**src/rtl/alu.sv**
```systemverilog
// 32-bit execute-stage ALU: add, subtract, negate or pass A through a single shared
// adder, with the result and its zero/negative flags registered one cycle later.
module alu (
  input  logic        clk,
  input  logic        rst,
  input  logic [2:0]  opcode,
  input  logic [31:0] a,
  input  logic [31:0] b,
  output logic [31:0] out,
  output logic        Z,
  output logic        N
);

  localparam int DATA_W = 32;

  typedef enum logic [2:0] {
    OP_NOP   = 3'b000,
    OP_SUB   = 3'b001,
    OP_NEG   = 3'b010,
    OP_ADD   = 3'b100,
    OP_PASSA = 3'b111
  } op_e;

  // Two's complement sum of lhs, rhs and carry-in, wrapped modulo 2^DATA_W.
  function automatic logic signed [DATA_W-1:0] wrap_add(
    input logic signed [DATA_W-1:0] lhs,
    input logic signed [DATA_W-1:0] rhs,
    input logic                     cin
  );
    logic signed [DATA_W-1:0] sum;
    sum = lhs + rhs + {{(DATA_W-1){1'b0}}, cin};
    return sum;
  endfunction

  logic signed [DATA_W-1:0] w_a;
  logic signed [DATA_W-1:0] w_b;
  logic signed [DATA_W-1:0] w_lhs;
  logic signed [DATA_W-1:0] w_rhs;
  logic                     w_cin;
  logic                     w_load;
  logic signed [DATA_W-1:0] w_result;

  logic signed [DATA_W-1:0] r_out_p1;
  logic                     r_z_p1;
  logic                     r_n_p1;

  assign w_a = a;
  assign w_b = b;

  // Every arithmetic op maps onto lhs + rhs + cin so one adder serves ADD, SUB and NEG.
  always_comb begin
    w_lhs  = w_a;
    w_rhs  = '0;
    w_cin  = 1'b0;
    w_load = 1'b0;
    case (opcode)
      OP_ADD: begin
        w_rhs  = w_b;
        w_load = 1'b1;
      end
      OP_SUB: begin
        w_rhs  = ~w_b;
        w_cin  = 1'b1;
        w_load = 1'b1;
      end
      OP_NEG: begin
        w_lhs  = '0;
        w_rhs  = ~w_a;
        w_cin  = 1'b1;
        w_load = 1'b1;
      end
      OP_PASSA: begin
        w_load = 1'b1;
      end
      default: begin
        w_load = 1'b0;
      end
    endcase
  end

  assign w_result = wrap_add(w_lhs, w_rhs, w_cin);

  // Stage p0 -> p1: result and flags registered together; NOP and reserved opcodes hold.
  always_ff @(posedge clk) begin
    if (rst) begin
      r_out_p1 <= '0;
      r_z_p1   <= 1'b1;
      r_n_p1   <= 1'b0;
    end else if (w_load) begin
      r_out_p1 <= w_result;
      r_z_p1   <= (w_result == '0);
      r_n_p1   <= w_result[DATA_W-1];
    end
  end

  assign out = r_out_p1;
  assign Z   = r_z_p1;
  assign N   = r_n_p1;

endmodule

```
**config.mk**
```make
export PLATFORM = sky130hd
export DESIGN_NAME = alu
export DESIGN_NICKNAME = d
export VERILOG_FILES = /design/src/rtl/alu.sv
export SDC_FILE = /design/constraint.sdc
export NUM_CORES = 1
export LEC_CHECK = 0
export CELL_PAD_IN_SITES_DETAIL_PLACEMENT = 0
export CELL_PAD_IN_SITES_GLOBAL_PLACEMENT = 2
export CORE_UTILIZATION = 29
export CTS_CLUSTER_DIAMETER = 100
export DETAILED_ROUTE_END_ITERATION = 10
export HOLD_SLACK_MARGIN = 0.03
export PLACE_DENSITY = 0.92
export RECOVER_POWER = 50
export SKIP_LAST_GASP = 1
export SLEW_MARGIN = 25
export SYNTH_ARGS = -nofsm -noshare
export SYNTH_HDL_FRONTEND = slang
export SYNTH_SLANG_ARGS = --single-unit
```
**constraint.sdc**
```tcl
create_clock -name clk -period 10.8 [get_ports clk]
set_input_delay 1.08 -clock clk [delete_from_list [all_inputs] [get_ports clk]]
set_output_delay 1.08 -clock clk [all_outputs]
set_load 0.02 [all_outputs]
```
==> impl_results.md <==
- Clock transition at the registers of the reported paths: 50 ps
- Worst path arrival time: 6050 ps
- Number of flip-flops and latches in the synthesized netlist: 33
- Sequential fraction of the synthesis area: 16.9%
- Cells along the critical path: clkdlybuf4s50_1, inv_2, nor3_2, buf_4, a22oi_1, fa_1, nor2b_1, o2111ai_1, a2111oi_0, nor3_1, o21ai_1, xor2_1, a311oi_1, or4b_1, nor4_1, a211o_1
- Global routing usage summed across all routing layers: 16.9%
- PD cells: 108 mW/mm^2
- Number of buffers and inverters on the critical path: 3
- Internal power: 0.349 mW
- Critical path peak fanout: 35
- Startpoint of the worst-slack reg-to-reg timing path: out[8]
- Flip-flop cell with the highest count after synthesis: sky130_fd_sc_hd__dfxtp_1
- Cell count after synthesis: 538
- Switching pwr: 0.210 mW
- Post-detailed-route DRC marker count: 0
- Worst Setup Start Kind: input pin
- Multi-input combinational cell area: 0.00307 sq mm
- Final Hold Viols: 0
- Number of clock sinks: 33
- Number of distinct library cells after synthesis: 72
- Proportion of total power due to net switching: 37.6%
- Final period util: 54.0%
- Post-Place Cell Area: 0.00501 sq mm
- Clock Skew: 0 ps
- Most area-consuming cells after synthesis: sky130_fd_sc_hd__dfxtp_1 17%, sky130_fd_sc_hd__ha_1 9.6%, sky130_fd_sc_hd__nand2_1 6.7%
- Max-capacitance violation count: 0
- Most area-hungry cell type in the Yosys netlist: sky130_fd_sc_hd__dfxtp_1
- Iter 0 DRT Violations: 347
- Post-cts repair resize count: 0
- H-tree levels: 2
- Depth of the worst register-to-register path: 2
- Top cell type's share of synthesized area: 16.9%
- Number of buffers inserted by port buffering: 102
- Number of cells on the worst hold path: 2
- Count of flip-flops with a built-in enable after synthesis: 0
- Maximum number of pins on one net before global-route repair: 38
- End of the worst hold path: out[14]
- Post-DP HPWL: 9560 um
- Hold path startpoint: out[14]
- Global-route wire length before repair: 19500 um
- Worst reg2reg setup slack: 10090 ps
- Combinational group share of total power: 49.6%
- Buffers inserted by post-CTS timing repair: 0
- Syn_area_per_cell: 7.25 sq um
- Cell type group with the largest total delay on the critical path: compound AO/OA/AOI/OAI gates
- Die area: 0.0139 sq mm
- Warnings, synthesis: 0
- Tmin final: 5830 ps
- Class of the tightest hold or removal check: reg -> reg
- Total Power: 0.559 mW
- Layout Cell Area excl Fill: 0.00516 sq mm
- Leakage Power: 2.15 nW
- Sequential power share: 26.1%
- Worst hold margin: 449 ps
- Vias in the first global route: 3852
- Insertion delay to the later sink of the worst-skew pair: 270 ps
- Sequential cell area in the final layout: 661 sq um
- Iteration count of the initial detailed-routing pass: 4
- Total via count in the routed design: 4199
- Number of filler cells placed in the layout: 1398
- Antenna viol nets, final: 0
- Residual overflow from global routing: 0
- RSZ-0062 raised after global routing: false
- Crit path max-delay cell type: sky130_fd_sc_hd__a2111oi_0
- Result of the run: completed
- Class of the most critical setup path: in -> reg
- Measured slew at the worst slew-check pin: 839 ps
- Total Negative Setup Slacks: 0 ps
- Area of the core region: 0.0132 sq mm
- Fin nets: 714
- Summed instance area of the synthesized netlist: 0.00390 sq mm
- Drt total wl: 11800 um
- Number of antenna violations at the first check in global routing: 0
- Layout area overhead: 32.2%
- Crit. End Element: flop
- Clk root buf: sky130_fd_sc_hd__clkbuf_16
- Max stage delay on crit path: 830 ps
- Deepest clock path buffer count: 2
- Share of layout cells above drive strength 1: 5.55%
- Number of buffers inserted for hold repair after clock tree synthesis: 0
- Chip Width: 118 um
- Worst EP required: 11020 ps
- Part of the total power dissipated in the clock network: 24.2%
- Chip height: 118 um
- Number of inserted diodes: 0
- Largest vdd supply drop: 0.0000506 V
- Final setup violation count: 0
- Top-Level Pins: 103
- Num rows: 42
- Final weighted congestion in routability-driven placement: 0.864
- TritonCTS clock tree: built
- Starting utilization of the core area: 29.6%
- Worst reg2reg path endpoint: out[8]
- TritonCTS buffer count: 5
- WL/cell: 14.9 um
- Ys async rst share: 0%
- Number of nets produced by synthesis: 639
- Highest clock rate: 171 MHz
- Count of pins over their slew limit: 0
- Relative slew margins: 42.6%
- Vias per std cell: 5.32
-- synthesized netlist by cell type, types with 2 or more instances --
cell type and count:
sky130_fd_sc_hd__clkbuf_1 31, sky130_fd_sc_hd__fa_1 2, sky130_fd_sc_hd__nor3_1 8, sky130_fd_sc_hd__or3_1 3, sky130_fd_sc_hd__nand2b_1 4, sky130_fd_sc_hd__or4_1 3
sky130_fd_sc_hd__a41oi_1 2, sky130_fd_sc_hd__dfxtp_1 33, sky130_fd_sc_hd__nor2_1 43, sky130_fd_sc_hd__a22o_1 29, sky130_fd_sc_hd__and4_1 3, sky130_fd_sc_hd__o211ai_1 3
sky130_fd_sc_hd__a21oi_1 52, sky130_fd_sc_hd__o221ai_1 2, sky130_fd_sc_hd__inv_1 5, sky130_fd_sc_hd__a31oi_1 10, sky130_fd_sc_hd__xor2_1 10, sky130_fd_sc_hd__a211oi_1 9
sky130_fd_sc_hd__or2_2 2, sky130_fd_sc_hd__a211o_1 2, sky130_fd_sc_hd__a21o_1 13, sky130_fd_sc_hd__nor2b_1 34, sky130_fd_sc_hd__ha_1 30, sky130_fd_sc_hd__xnor2_1 16
sky130_fd_sc_hd__o21a_1 3, sky130_fd_sc_hd__and2_2 2, sky130_fd_sc_hd__o22ai_1 30, sky130_fd_sc_hd__o21ai_1 2, sky130_fd_sc_hd__nand3_1 12, sky130_fd_sc_hd__o21ai_0 10
sky130_fd_sc_hd__nand4_1 6, sky130_fd_sc_hd__a21o_2 2, sky130_fd_sc_hd__nand2_1 70, sky130_fd_sc_hd__o21bai_1 3, sky130_fd_sc_hd__mux2i_1 4, sky130_fd_sc_hd__nor4_1 4
sky130_fd_sc_hd__o31ai_1 3, sky130_fd_sc_hd__o31a_1 3, sky130_fd_sc_hd__clkbuf_8 2
-- how the worst max path moves through the flow --
stage	slack (ps)	to	depth (start not counted)	startpoint
finish	4970	Z	16	opcode[2]
CTS	4270	Z	16	opcode[2]
global placement	4190	Z	16	opcode[2]
detailed placement	3990	Z	16	opcode[2]
global route	4550	Z	16	opcode[2]
floorplan	5910	Z	16	opcode[2]
-- kinds of logic after synthesis --
group | Yosys count | synth area share, %
adder cells (fa/ha/maj) | 32 | 10.7
AO/OA/AOI/OAI | 192 | 33.7
multiplexers | 4 | 1.03
AND/OR/NAND/NOR | 207 | 26.8
XOR/XNOR | 26 | 5.84
buffers and inverters | 44 | 5.10
flip-flops | 33 | 16.9
-- per-stage QoR --
step	utilization, %	instances	setup slack [ps]
4_1_cts	39.1	789	4270
5_1_grt	39.1	789	4550
2_1_floorplan	-	538	5910
3_3_place_gp	38.0	782	4190
3_5_place_dp	38.0	782	3990
6_report	39.1	789	4970
-- per-layer routing --
layer | vias up | wire, um | GRT usage [%]
met3 | 2 | 461 | 1.84
met5 | - | 0 | 0
met1 | 1933 | 6330 | 26.5
met4 | 0 | 29 | 2.40
met2 | 105 | 4940 | 24.6
li1 | 2159 | - | -
-- worst register-to-register path, delay by kind of cell, from the launching register on --
kind,cells,cell delay (ps)
AND/OR/NAND/NOR,1,60
AO/OA/AOI/OAI,1,200
flip-flops,1,360
-- state kept, by name (all words and copies together) (netlist names) --
register	cells
Z	1
out	32
-- placed cells by master (no fill, tap or decap), drive strengths merged, types with 4 or more instances in the layout --
cell           synthesis  layout
a211oi                 9       9
a21o                  15      15
a21oi                 54      54
a22o                  29      29
a31oi                 10      10
and4                   4       4
buf                    4       5
clkbuf                34       7
clkdlybuf4s50          0      68
dfxtp                 33      33
dlygate4sd3            0      33
ha                    30      30
inv                    5       6
mux2i                  4       4
nand2                 70      70
nand2b                 4       4
nand3                 12      12
nand4                  6       6
nor2                  43      43
nor2b                 34      34
nor3                   8       8
nor4                   4       4
o211ai                 4       4
o21ai                 12      12
o22ai                 30      30
o31a                   4       4
or3                    4       4
or4                    4       4
xnor2                 16      16
xor2                  10      10
-- layout make-up --
| class | instances | area share (%) |
|---|---|---|
| clock buffer | 7 | 2.77 |
| inverter | 6 | 0.437 |
| multi-input combinational | 461 | 59.4 |
| sequential | 33 | 12.8 |
| tap | 176 | 4.27 |
| timing repair buffer | 106 | 20.3 |
-- power groups by stage --
| stage | registers [mW] | logic, mW | clock network (mW) |
|---|---|---|---|
| floorplan | 0.167 | 0.163 | 0 |
| global placement | 0.149 | 0.279 | 0 |
| detailed placement | 0.150 | 0.281 | 0 |
| CTS | 0.147 | 0.282 | 0.139 |
| global route | 0.148 | 0.305 | 0.144 |
| finish | 0.146 | 0.278 | 0.136 |
(Power assumes the default switching activity.)
